<file path="config.mk">
export PLATFORM = sky130hd
export DESIGN_NAME = arb_mux_nx1
export DESIGN_NICKNAME = d
export VERILOG_FILES = /design/src/rtl/arb_mux_pkg.sv /design/src/rtl/rr_arbiter.sv /design/src/rtl/arb_mux_nx1.sv
export SDC_FILE = /design/constraint.sdc
export NUM_CORES = 1
export LEC_CHECK = 0
export BUFFER_PORTS_ARGS = -buffer_cell sky130_fd_sc_hd__buf_2
export CAP_MARGIN = 20
export CORE_MARGIN = 2
export CORE_UTILIZATION = 45
export DETAILED_ROUTE_END_ITERATION = 10
export GPL_TIMING_DRIVEN = 0
export HOLD_SLACK_MARGIN = 0.08
export PLACE_DENSITY = 0.79
export SLEW_MARGIN = 10
export SYNTH_ARGS = -nofsm -noshare
export SYNTH_HDL_FRONTEND = slang
export SYNTH_SLANG_ARGS = --single-unit
</file>
<file path="constraint.sdc">
create_clock -name clk_i -period 6 [get_ports clk_i]
set_input_delay 0 -clock clk_i [delete_from_list [all_inputs] [get_ports clk_i]]
set_output_delay 0 -clock clk_i [all_outputs]
set_load 0.05 [all_outputs]
</file>
<file path="src/rtl/arb_mux_pkg.sv">
// Shared types and helpers for the N-to-1 arbitrating mux.
package arb_mux_pkg;

  typedef enum logic {
    ARB_RR    = 1'b0,
    ARB_FIXED = 1'b1
  } arb_mode_e;

  function automatic logic [31:0] next_rr_idx(input logic [31:0] idx, input int unsigned n);
    return (idx >= 32'(n - 1)) ? 32'd0 : idx + 32'd1;
  endfunction

endpackage

</file>
<file path="src/rtl/rr_arbiter.sv">
// Round-robin / fixed-priority arbiter: combinational one-hot grant, owns the RR pointer.
// Grant is gated by en; the pointer advances only on upd (an actual transfer).
module rr_arbiter
  import arb_mux_pkg::*;
#(
  parameter int        NUM_CH   = 4,
  parameter arb_mode_e ARB_MODE = ARB_RR,
  localparam int       CH_W     = $clog2(NUM_CH)
) (
  input  logic              clk,
  input  logic              rst_n,
  input  logic [NUM_CH-1:0] cand,
  input  logic              en,
  input  logic              upd,
  output logic [NUM_CH-1:0] grant,
  output logic [CH_W-1:0]   grant_idx,
  output logic              grant_vld
);

  logic [CH_W-1:0] last_q;
  logic [CH_W-1:0] cur;

  always_comb begin
    grant_idx = '0;
    grant_vld = 1'b0;
    cur       = '0;
    if (ARB_MODE == ARB_FIXED) begin
      for (int i = NUM_CH - 1; i >= 0; i--) begin
        if (cand[i]) begin
          grant_idx = CH_W'(i);
          grant_vld = 1'b1;
        end
      end
    end else begin
      // Scan starts one past the last winner and wraps, so the last winner is checked last.
      cur = CH_W'(next_rr_idx(32'(last_q), NUM_CH));
      for (int i = 0; i < NUM_CH; i++) begin
        if (!grant_vld && cand[cur]) begin
          grant_idx = cur;
          grant_vld = 1'b1;
        end
        cur = CH_W'(next_rr_idx(32'(cur), NUM_CH));
      end
    end
  end

  always_comb begin
    grant = '0;
    if (en && grant_vld) grant[grant_idx] = 1'b1;
  end

  always_ff @(posedge clk or negedge rst_n) begin
    if (!rst_n) begin
      last_q <= CH_W'(NUM_CH - 1);
    end else if (upd) begin
      last_q <= grant_idx;
    end
  end

endmodule

</file>
<file path="src/rtl/arb_mux_nx1.sv">
// N-to-1 valid/ready mux with RR or fixed arbitration and forced select; 1-cycle latency.
// Single-entry output register refills on the drain edge; inputs stall while output is held.
module arb_mux_nx1
  import arb_mux_pkg::*;
#(
  parameter int        NUM_CH   = 4,
  parameter int        DATA_W   = 8,
  parameter arb_mode_e ARB_MODE = ARB_RR,
  localparam int       CH_W     = $clog2(NUM_CH)
) (
  input  logic                     clk_i,
  input  logic                     rst_ni,
  input  logic [NUM_CH-1:0]        in_valid_i,
  input  logic [NUM_CH*DATA_W-1:0] in_data_i,
  output logic [NUM_CH-1:0]        in_ready_o,
  input  logic                     force_i,
  input  logic [CH_W-1:0]          sel_i,
  output logic                     out_valid_o,
  output logic [DATA_W-1:0]        out_data_o,
  output logic [CH_W-1:0]          out_ch_o,
  input  logic                     out_ready_i
);

  logic [NUM_CH-1:0] cand;
  logic [NUM_CH-1:0] grant;
  logic [CH_W-1:0]   grant_idx;
  logic              grant_vld;
  logic              can_load;
  logic              xfer;

  assign can_load = !out_valid_o || out_ready_i;

  always_comb begin
    cand = '0;
    if (force_i) begin
      if (32'(sel_i) < NUM_CH) cand[sel_i] = in_valid_i[sel_i];
    end else begin
      cand = in_valid_i;
    end
  end

  rr_arbiter #(
    .NUM_CH   (NUM_CH),
    .ARB_MODE (ARB_MODE)
  ) u_arb (
    .clk       (clk_i),
    .rst_n     (rst_ni),
    .cand      (cand),
    .en        (can_load),
    .upd       (xfer),
    .grant     (grant),
    .grant_idx (grant_idx),
    .grant_vld (grant_vld)
  );

  // Ready must stay low for the whole reset, not just until the first edge.
  assign in_ready_o = grant & {NUM_CH{rst_ni}};
  assign xfer       = grant_vld && |(in_valid_i & in_ready_o);

  always_ff @(posedge clk_i or negedge rst_ni) begin
    if (!rst_ni) begin
      out_valid_o <= 1'b0;
      out_data_o  <= '0;
      out_ch_o    <= '0;
    end else if (xfer) begin
      out_valid_o <= 1'b1;
      out_data_o  <= in_data_i[grant_idx*DATA_W +: DATA_W];
      out_ch_o    <= grant_idx;
    end else if (out_ready_i) begin
      out_valid_o <= 1'b0;
    end
  end

endmodule

</file>
# Yosys cells after proc, flatten, opt, wreduce, memory -nomap -nowiden
# Cells that the tools add are included.
# Widths: inputs -> output; s select.
[op_classes] eq_ne=0 n_mul=0 add_sub_neg=4 n_reduce_logical=14 shifts=1 div_mod_pow=0 muxes=30 bitwise=3 magnitude_cmp=12
[ops] operator="$shiftx 32x6->8" n=1
[ops] operator="$lt 2x3->1 const B" n=6
[ops] operator="$mux 2" n=8
[ops] operator="$mux 1" n=13
[ops] operator="$and 4x4->4" n=3
[ops] operator="$bmux 1 s2" n=5
[ops] operator="$add 2x1->2 const B" n=4
[ops] operator="$ge 2x2->1 const B" n=4
[ops] operator="$mux 4" n=2
[ops] operator="$logic_and 1x1->1" n=7
[ops] operator="$demux 1 s2" n=2
[ops] operator="$ge 2x1->1 const B" n=2
[ops] operator="$logic_not 1->1" n=4
[ops] operator="$reduce_or 4->1" n=1
[ops] operator="$reduce_bool 2->1" n=1
[ops] operator="$logic_or 1x1->1" n=1
[totals] rom_bits=0 wordCells=68 latchBits=0 reg_bits=13 output_inout_bits=15 n_memories=0 mem_bits_rw=0 inputBits=42

# Longest topological paths before layout
# Gate-level depths: netlist of run 1.
[logic_depth] word_depth=28 mapped_depth=7 ltp_nobuf=7

# Cells and area by module
# A second synthesis of run 1 with hierarchy kept.
[unflattened] cells_unflattened=104 area_unflattened_um2=1149.9
[modules_own_cells] mod="arb_mux_nx1" instances=1 seq_area_each_um2=275.3 area_each_um2=705.7 cells_each=50
[modules_own_cells] mod="rr_arbiter" instances=1 seq_area_each_um2=52.6 area_each_um2=444.2 cells_each=54

# Worst setup path after synthesis of run 1
# Ideal clock, no wire load.
[synth_timing] path_kind="register to output" startpoint="register u_arb.last_q[0]" endpoint="output in_ready_o[2]" stages_incl_launch_ff=8 required_time_ps=6000 slack_ps=3384 path_buffers=1 arrival_time_ps=2616 path_cell_list="dfstp_2 -> ha_1 -> o211ai_1 -> a21boi_2 -> a21oi_2 -> buf_6 -> nand2b_1 -> nor3_1"
[synth_between] elab_chain_cells=20 word_cells_on_any_way=42 classes_between="add/sub (4); order compare (6); mux (23); bitwise (1); reduce/logical (8)"
[synth_lines] item="start, declared" line_no="rr_arbiter.sv:20" source="logic [CH_W-1:0] last_q;"
[synth_lines] item="start signal, assigned" line_no="rr_arbiter.sv:54" source="last_q <= CH_W'(NUM_CH - 1);"
[synth_lines] item="start signal, assigned" line_no="rr_arbiter.sv:56" source="last_q <= grant_idx;"
[synth_lines] item="$add 2x1->2 or $ge 2x2->1 (tied branches)" line_no="arb_mux_pkg.sv:10" source="return (idx >= 32'(n - 1)) ? 32'd0 : idx + 32'd1;"
[synth_lines] item="$mux 2 (*)" line_no="arb_mux_pkg.sv:10"
[synth_lines] item="parallel branches: the longest is 16 deep, another holds $lt 2x3->1"
[synth_lines] item="$mux 4 (*)" line_no="rr_arbiter.sv:49" source="if (en && grant_vld) grant[grant_idx] = 1'b1;"
[synth_lines] item="$and 4x4->4 (*)" line_no="arb_mux_nx1.sv:57" source="assign in_ready_o = grant & {NUM_CH{rst_ni}};"
[synth_lines] item="end, declared" line_no="arb_mux_nx1.sv:15" source="output logic [NUM_CH-1:0] in_ready_o,"
# Mark *: on every way between the ends. The select of a mux whose other input is x is not followed.

# Worst setup path in the final report of run 1
[layout_timing] startpoint="register u_arb.last_q[0]" endpoint="register out_data_o[0]"
[layout_between] elab_chain_cells=23 word_cells_on_any_way=46 classes_between="add/sub (4); order compare (6); shift (1); mux (23); bitwise (2); reduce/logical (10)"
[layout_lines] item="$add 2x1->2 or $ge 2x2->1 (tied branches)" line_no="arb_mux_pkg.sv:10"
[layout_lines] item="$mux 2 (*)" line_no="arb_mux_pkg.sv:10"
[layout_lines] item="parallel branches: the longest is 21 deep, another holds $lt 2x3->1"
[layout_lines] item="end signal, assigned" line_no="arb_mux_nx1.sv:67" source="out_data_o <= in_data_i[grant_idx*DATA_W +: DATA_W];"
[layout_lines] item="end, declared" line_no="arb_mux_nx1.sv:19" source="output logic [DATA_W-1:0] out_data_o,"
# Marked as above.
# A chain may end at the register's enable or synchronous reset.

==> results of run 1 <==
-- sequential cells by signal, indices dropped and copies added, names as in the netlist --
| name | cells |
|---|---|
| out_ch_o | 2 |
| out_valid_o | 1 |
| u_arb.last_q | 2 |
| out_data_o | 8 |
-- final cells by class --
type                    count  share of cell area, %
repair buffers             66                   24.4
clock buffers               4                   1.68
well taps                  30                   2.40
multi-input cells          92                   44.8
inverters                  19                   4.57
plain buffers               3                   1.20
flip-flops and latches     13                   21.0
-- power groups by stage --
stage / Sequential, mW / Clock [mW] / Combinational [mW]
2_1_floorplan: 0.264 / 0 / 0.210
3_3_place_gp: 0.152 / 0 / 0.409
3_5_place_dp: 0.153 / 0 / 0.416
4_1_cts: 0.152 / 0.0555 / 0.430
5_1_grt: 0.156 / 0.0566 / 0.464
6_report: 0.152 / 0.0534 / 0.432
-- synth_stat cells (all sizes together), types with 3 or more instances --
cell,count,area [um2]
inv,18,67.6
nand2,15,56.3
o21ai,12,63.8
dfrtp,11,275
a2111oi,10,125
a211oi,8,60.1
mux2i,8,80.1
o311ai,8,70.1
nor2,5,18.8
nand2b,3,21.3
nor3,3,25.0
o21a,3,22.5
-- cells by family after synthesis --
family / count (synthesis)
muxes: 8
DFF: 13
buffers and inverters: 22
and+or+nand+nor: 30
AOI/OAI and AO/OA: 53
adders and majority gates: 1
-- per-layer routing --
layer / share of wire, % / global-route usage [%]
met5: 0 / 0
met4: 0.63 / 6.84
met3: 5.1 / 2.22
met2: 51 / 40.9
met1: 43 / 29.1
-- worst max path at each step --
stage / from / endpoint / cells past startpoint / slack, ns
finish: u_arb.last_q[0] / out_data_o[0] / 8 / 3.03
global placement: u_arb.last_q[0] / in_ready_o[3] / 8 / 3.47
global route: u_arb.last_q[0] / out_data_o[0] / 8 / 2.89
CTS: u_arb.last_q[0] / out_data_o[5] / 8 / 3.09
floorplan: u_arb.last_q[0] / in_ready_o[2] / 7 / 3.38
detailed placement: u_arb.last_q[0] / out_data_o[6] / 7 / 3.46
-- worst register-to-register path: cells and delay by family, from the launching register on --
family,cells,cell delay (ns)
buf+inv,3,1.05
compound gates,3,0.83
flops,1,0.61
fa+ha+maj,1,0.26
mux,1,0.13
-- through the flow --
step	cells	setup WS, ns	instance area [um2]	power (mW)
floorplan	127	3.38	1120	0.474
global route	227	2.89	1560	0.676
finish	227	3.03	1560	0.637
global placement	213	3.47	1440	0.561
CTS	227	3.09	1560	0.637
detailed placement	213	3.46	1440	0.569
-- layout by cell type (no fill, tap or decap), drive strengths merged, types with 2 or more instances in the layout --
| master | instances |
|---|---|
| o211ai | 2 |
| a21boi | 2 |
| a21o | 2 |
| nor2 | 5 |
| nor3 | 3 |
| a211oi | 8 |
| a2111oi | 10 |
| nand2 | 15 |
| dlygate4sd3 | 10 |
| clkbuf | 6 |
| o21ai | 12 |
| dfrtp | 11 |
| mux2i | 8 |
| buf | 57 |
| nand2b | 3 |
| o21a | 3 |
| a21oi | 2 |
| inv | 18 |
| nor2b | 2 |
| o311ai | 8 |
| dfstp | 2 |
==> flow_summary.toml, run 1 <==
[setup_path]
critPathBufInv = 3
rr_startpoint = "u_arb.last_q[0]"
crit_fanout = 10
worstPathCellList = "ha_1 -> clkinv_1 -> a2111oi_4 -> a21oi_2 -> buf_6 -> mux2i_1 -> dlygate4sd3_1 -> o311ai_1"
crit_family = "buffers and inverters"
r2r_cells = 8
crit_path_end_kind = "flop"
critPathArrivalTime_ns = 3.16
rr_endpoint = "out_data_o[0]"
start_kind = "flop"
r2r_slack_ns = 3.03
critPathMaxStageDelay_ns = 0.61
worstSetupPathType = "reg2reg"
worstPathRequired_ns = 6.18
cp_slowest_cell = "dfstp_2"

[placement]
hpwl_um = 2350
place_congestion = 0.817
io_buffer_count = 56

[synth]
synth_cells = 127
yosysUniqueCellTypes = 35
synth_area_per_cell_um2 = 8.80
synth.area.mux_share_pct = 7.17
mappedNetlistArea_mm2 = 0.00112
synth_fa_ha_area_share_pct = 1.12
synthArstFlopShare_pct = 100
syn_nets = 170
synth_warnings = 0
synth_compound_area_share_pct = 40.9
synth-simple-area-share_pct = 13.4
ys_seq_area_share_pct = 29.3
ys.flop_type = "dfrtp_1"
synth-edff-count = 0
synth_xor_area_share_pct = 0
synth_seq_cells = 13
synth_top_family_by_area = "compound AO/OA/AOI/OAI gates"

[floorplanning]
die_height_um = 53.8
die_x_um = 53.8
initial_core_util_pct = 46.4
die_area_mm2 = 0.00290
floorplan.core_area_mm2 = 0.00241
io-pin-count = 57
row_count = 18

[run_status]
status = "completed"

[timing]
fin_crit_sh_pct = 49.6
drv_slew = 0
tightest_slew_ns = 0.702
period_minus_slack_ns = 2.97
final-hold-violation-count = 0
fin_setup_tns_ns = 0
clock.fmax_ghz = 0.336
slew_headroom_pct = 53.0
finalSetupViolations = 0
skew_ns = 0.00281
hold_slack_ns = 0.0859
rsz0062_at_grt = "no"

[hold_path]
worstHoldEndpoint = "out_data_o[4]"
min_path_type = "in2reg"
hold_path_startpoint = "in_data_i[4]"
hold_depth = 3

[global_route]
grt-ovfl-total = 0
track_usage_pct = 23.0
grt_max_degree = 15
grt_pass1_wl_um = 4930
grt_pass1_vias = 1138
antenna_found_initial = 0

[clock_tree]
path_clk_slew_ns = 0.08
cts_buffer_depth = 2
htreeDepth = 1
cts_resized = 0
clk_latency_ns = 0.28
cts_root_buffer = "clkbuf_4"
cts_hold_buf = 10
cts_tree = "done"
cts_buffers = 3
cts_setup_buffers = 0
numClockSinks = 13

[final_layout]
n_antenna_cell = 0
fillCellCount = 203
area_growth_pct = 39.8
multi_input_area_um2 = 699
seqCellArea_um2 = 328
drive_above_1_share_pct = 38.1
nNetsFinal = 241
post-route-util_pct = 64.8

[power]
p_sw_mw = 0.343
ir_drop_v = 0.000252
powerDensity_mw_per_mm2 = 408
comb_power_share_pct = 67.8
clock_power_share_pct = 8.4
leakage_nw = 0.803
intPower_mw = 0.294
p_sw_share_pct = 53.8
seqPwrFrac_pct = 23.8

[detailed_routing]
viasPerCell = 5.55
wl_per_cell_um = 13.4
drc = 0
detail-route-antenna-nets = 0
drt_first_pass_iters = 4
num_vias = 1260
wl_um = 3040
drt_iter0_markers = 36

[job]
cap_viol_max_count = 0
Note: power is estimated with default switching activity, not from simulation.
==> run 2, diff against run 1 <==
==> constraint.sdc (replaced) <==
create_clock -name clk_i -period 3.11 [get_ports clk_i]
set_input_delay 0 -clock clk_i [delete_from_list [all_inputs] [get_ports clk_i]]
set_output_delay 0 -clock clk_i [all_outputs]
set_load 0.05 [all_outputs]
==> flow_summary.toml, run 2 (same netlist as run 1, synthesis figures left out) <==
[hold_path]
hold_depth = 3
min_path_type = "in2reg"

[final_layout]
largest-register = "out_data_o"
n_antenna_cell = 0
largest_reg_flops = 8
most-common-layout-cells = "buf_2, inv_1, nand2_1"
area_growth_pct = 41.1
largestRegisters = "out_data_o (8), out_ch_o (2), u_arb.last_q (2)"
drive_above_1_share_pct = 38.7
fillCellCount = 203
nNetsFinal = 243
mostFrequentLayoutCell = "buf_2"
post-route-util_pct = 65.4

[clock_tree]
numClockSinks = 13
cts_buffers = 3
cts_buffer_depth = 2
path_clk_slew_ns = 0.07
clk_latency_ns = 0.27
cts_tree = "done"
htreeDepth = 1
cts_root_buffer = "clkbuf_4"

[power]
p_sw_mw = 0.666
ir_drop_v = 0.000495
leakage_nw = 0.813
seqPwrFrac_pct = 23.5
intPower_mw = 0.582
total_power_mw = 1.25
clock_power_share_pct = 8.2
comb_power_share_pct = 68.3
p_sw_share_pct = 53.4
powerDensity_mw_per_mm2 = 792

[setup_path]
worstPathRequired_ns = 3.29
crit_fanout = 10
worstSetupPathType = "reg2reg"
r2r_slack_ns = 0.16
crit_path_end_kind = "flop"
r2r_cells = 8
start_kind = "flop"
critPathArrivalTime_ns = 3.13

[floorplanning]
floorplan.core_area_mm2 = 0.00241
die_area_mm2 = 0.00290
row_count = 18
initial_core_util_pct = 46.4
die_x_um = 53.8
io-pin-count = 57
die_height_um = 53.8

[timing]
tightest_slew_ns = 0.712
skew_ns = 0.00117
drv_slew = 0
slew_headroom_pct = 52.4
rsz0062_at_grt = "no"
clock.fmax_ghz = 0.339
fin_setup_tns_ns = 0
final-hold-violation-count = 0
fin_crit_sh_pct = 94.9
finalSetupViolations = 0
hold_slack_ns = 0.0906
period_minus_slack_ns = 2.95

[global_route]
grt_max_degree = 15
grt_pass1_wl_um = 4930
track_usage_pct = 23.0
grt-ovfl-total = 0
grt_pass1_vias = 1138
antenna_found_initial = 0

[placement]
io_buffer_count = 56
hpwl_um = 2350
place_congestion = 0.817

[detailed_routing]
drt_iter0_markers = 36
num_vias = 1277
drt_first_pass_iters = 4
drc = 0
wl_um = 3100
detail-route-antenna-nets = 0
viasPerCell = 5.58
wl_per_cell_um = 13.5

[run_status]
status = "completed"

[job]
cap_viol_max_count = 0
[run 2: changes by cell type in the layout (fill, tap and decap cells not counted)]
cell   before  now
buf_4       0    2
[run 2: layer usage]
| metal | vias to the layer above | track usage [%] | wire [um] |
|---|---|---|---|
| met4 | 0 | 6.84 | 34 |
| met2 | 52 | 40.9 | 1550 |
| met5 | - | 0 | 0 |
| met1 | 591 | 29.1 | 1320 |
| met3 | 4 | 2.22 | 189 |
| li1 | 630 | - | - |
[run 2: power groups by stage]
stage	Combinational, mW	Clock [mW]	Sequential (mW)
after CTS	0.829	0.107	0.293
after global routing	0.915	0.109	0.301
final	0.853	0.102	0.294
after global placement	0.788	0	0.294
after detailed placement	0.802	0	0.295
after floorplan	0.406	0	0.509
[run 2: final cells by class]
class                      count  area (um2)  share of cell area (%)
sequential                    13         328                    20.8
inverter                      19        71.3                    4.52
clock buffer                   4        26.3                    1.67
timing repair buffer          68         395                    25.1
multi-input combinational     92         699                    44.4
buffer                         3        18.8                    1.19
tap                           30        37.5                    2.38
[run 2: per-stage QoR]
step | instance area (um2) | std cells | setup WS [ns]
final | 1580 | 229 | 0.159
after global routing | 1580 | 229 | 0.0257
after CTS | 1560 | 227 | 0.201
after detailed placement | 1440 | 213 | 0.566
after global placement | 1440 | 213 | 0.584
after floorplan | 1120 | 127 | 0.494
[run 2: timing repair]
action	4_1_cts	5_1_grt
hold buffers	10	0
gates resized for setup	0	0
setup endpoints to repair	0	1
setup buffers	0	2
endpoints found under the hold margin	19	0
[run 2: worst max-delay path, stage by stage (launching register included)]
cell           delay, ns
dfstp_2             0.61
ha_1                0.26
clkinv_1            0.30
a2111oi_4           0.53
a21oi_2             0.06
buf_6               0.17
mux2i_1             0.13
dlygate4sd3_1       0.58
o311ai_1            0.22
[run 2: worst paths after layout]
path	from	to
worst min-delay path	in_data_i[4]	out_data_o[4]
max in group asynchronous	rst_ni	u_arb.last_q[1]
worst max register to register	u_arb.last_q[0]	out_data_o[0]
worst min register to register	out_data_o[2]	out_data_o[2]
worst max-delay path	u_arb.last_q[0]	out_data_o[0]
min in group asynchronous	rst_ni	out_data_o[6]
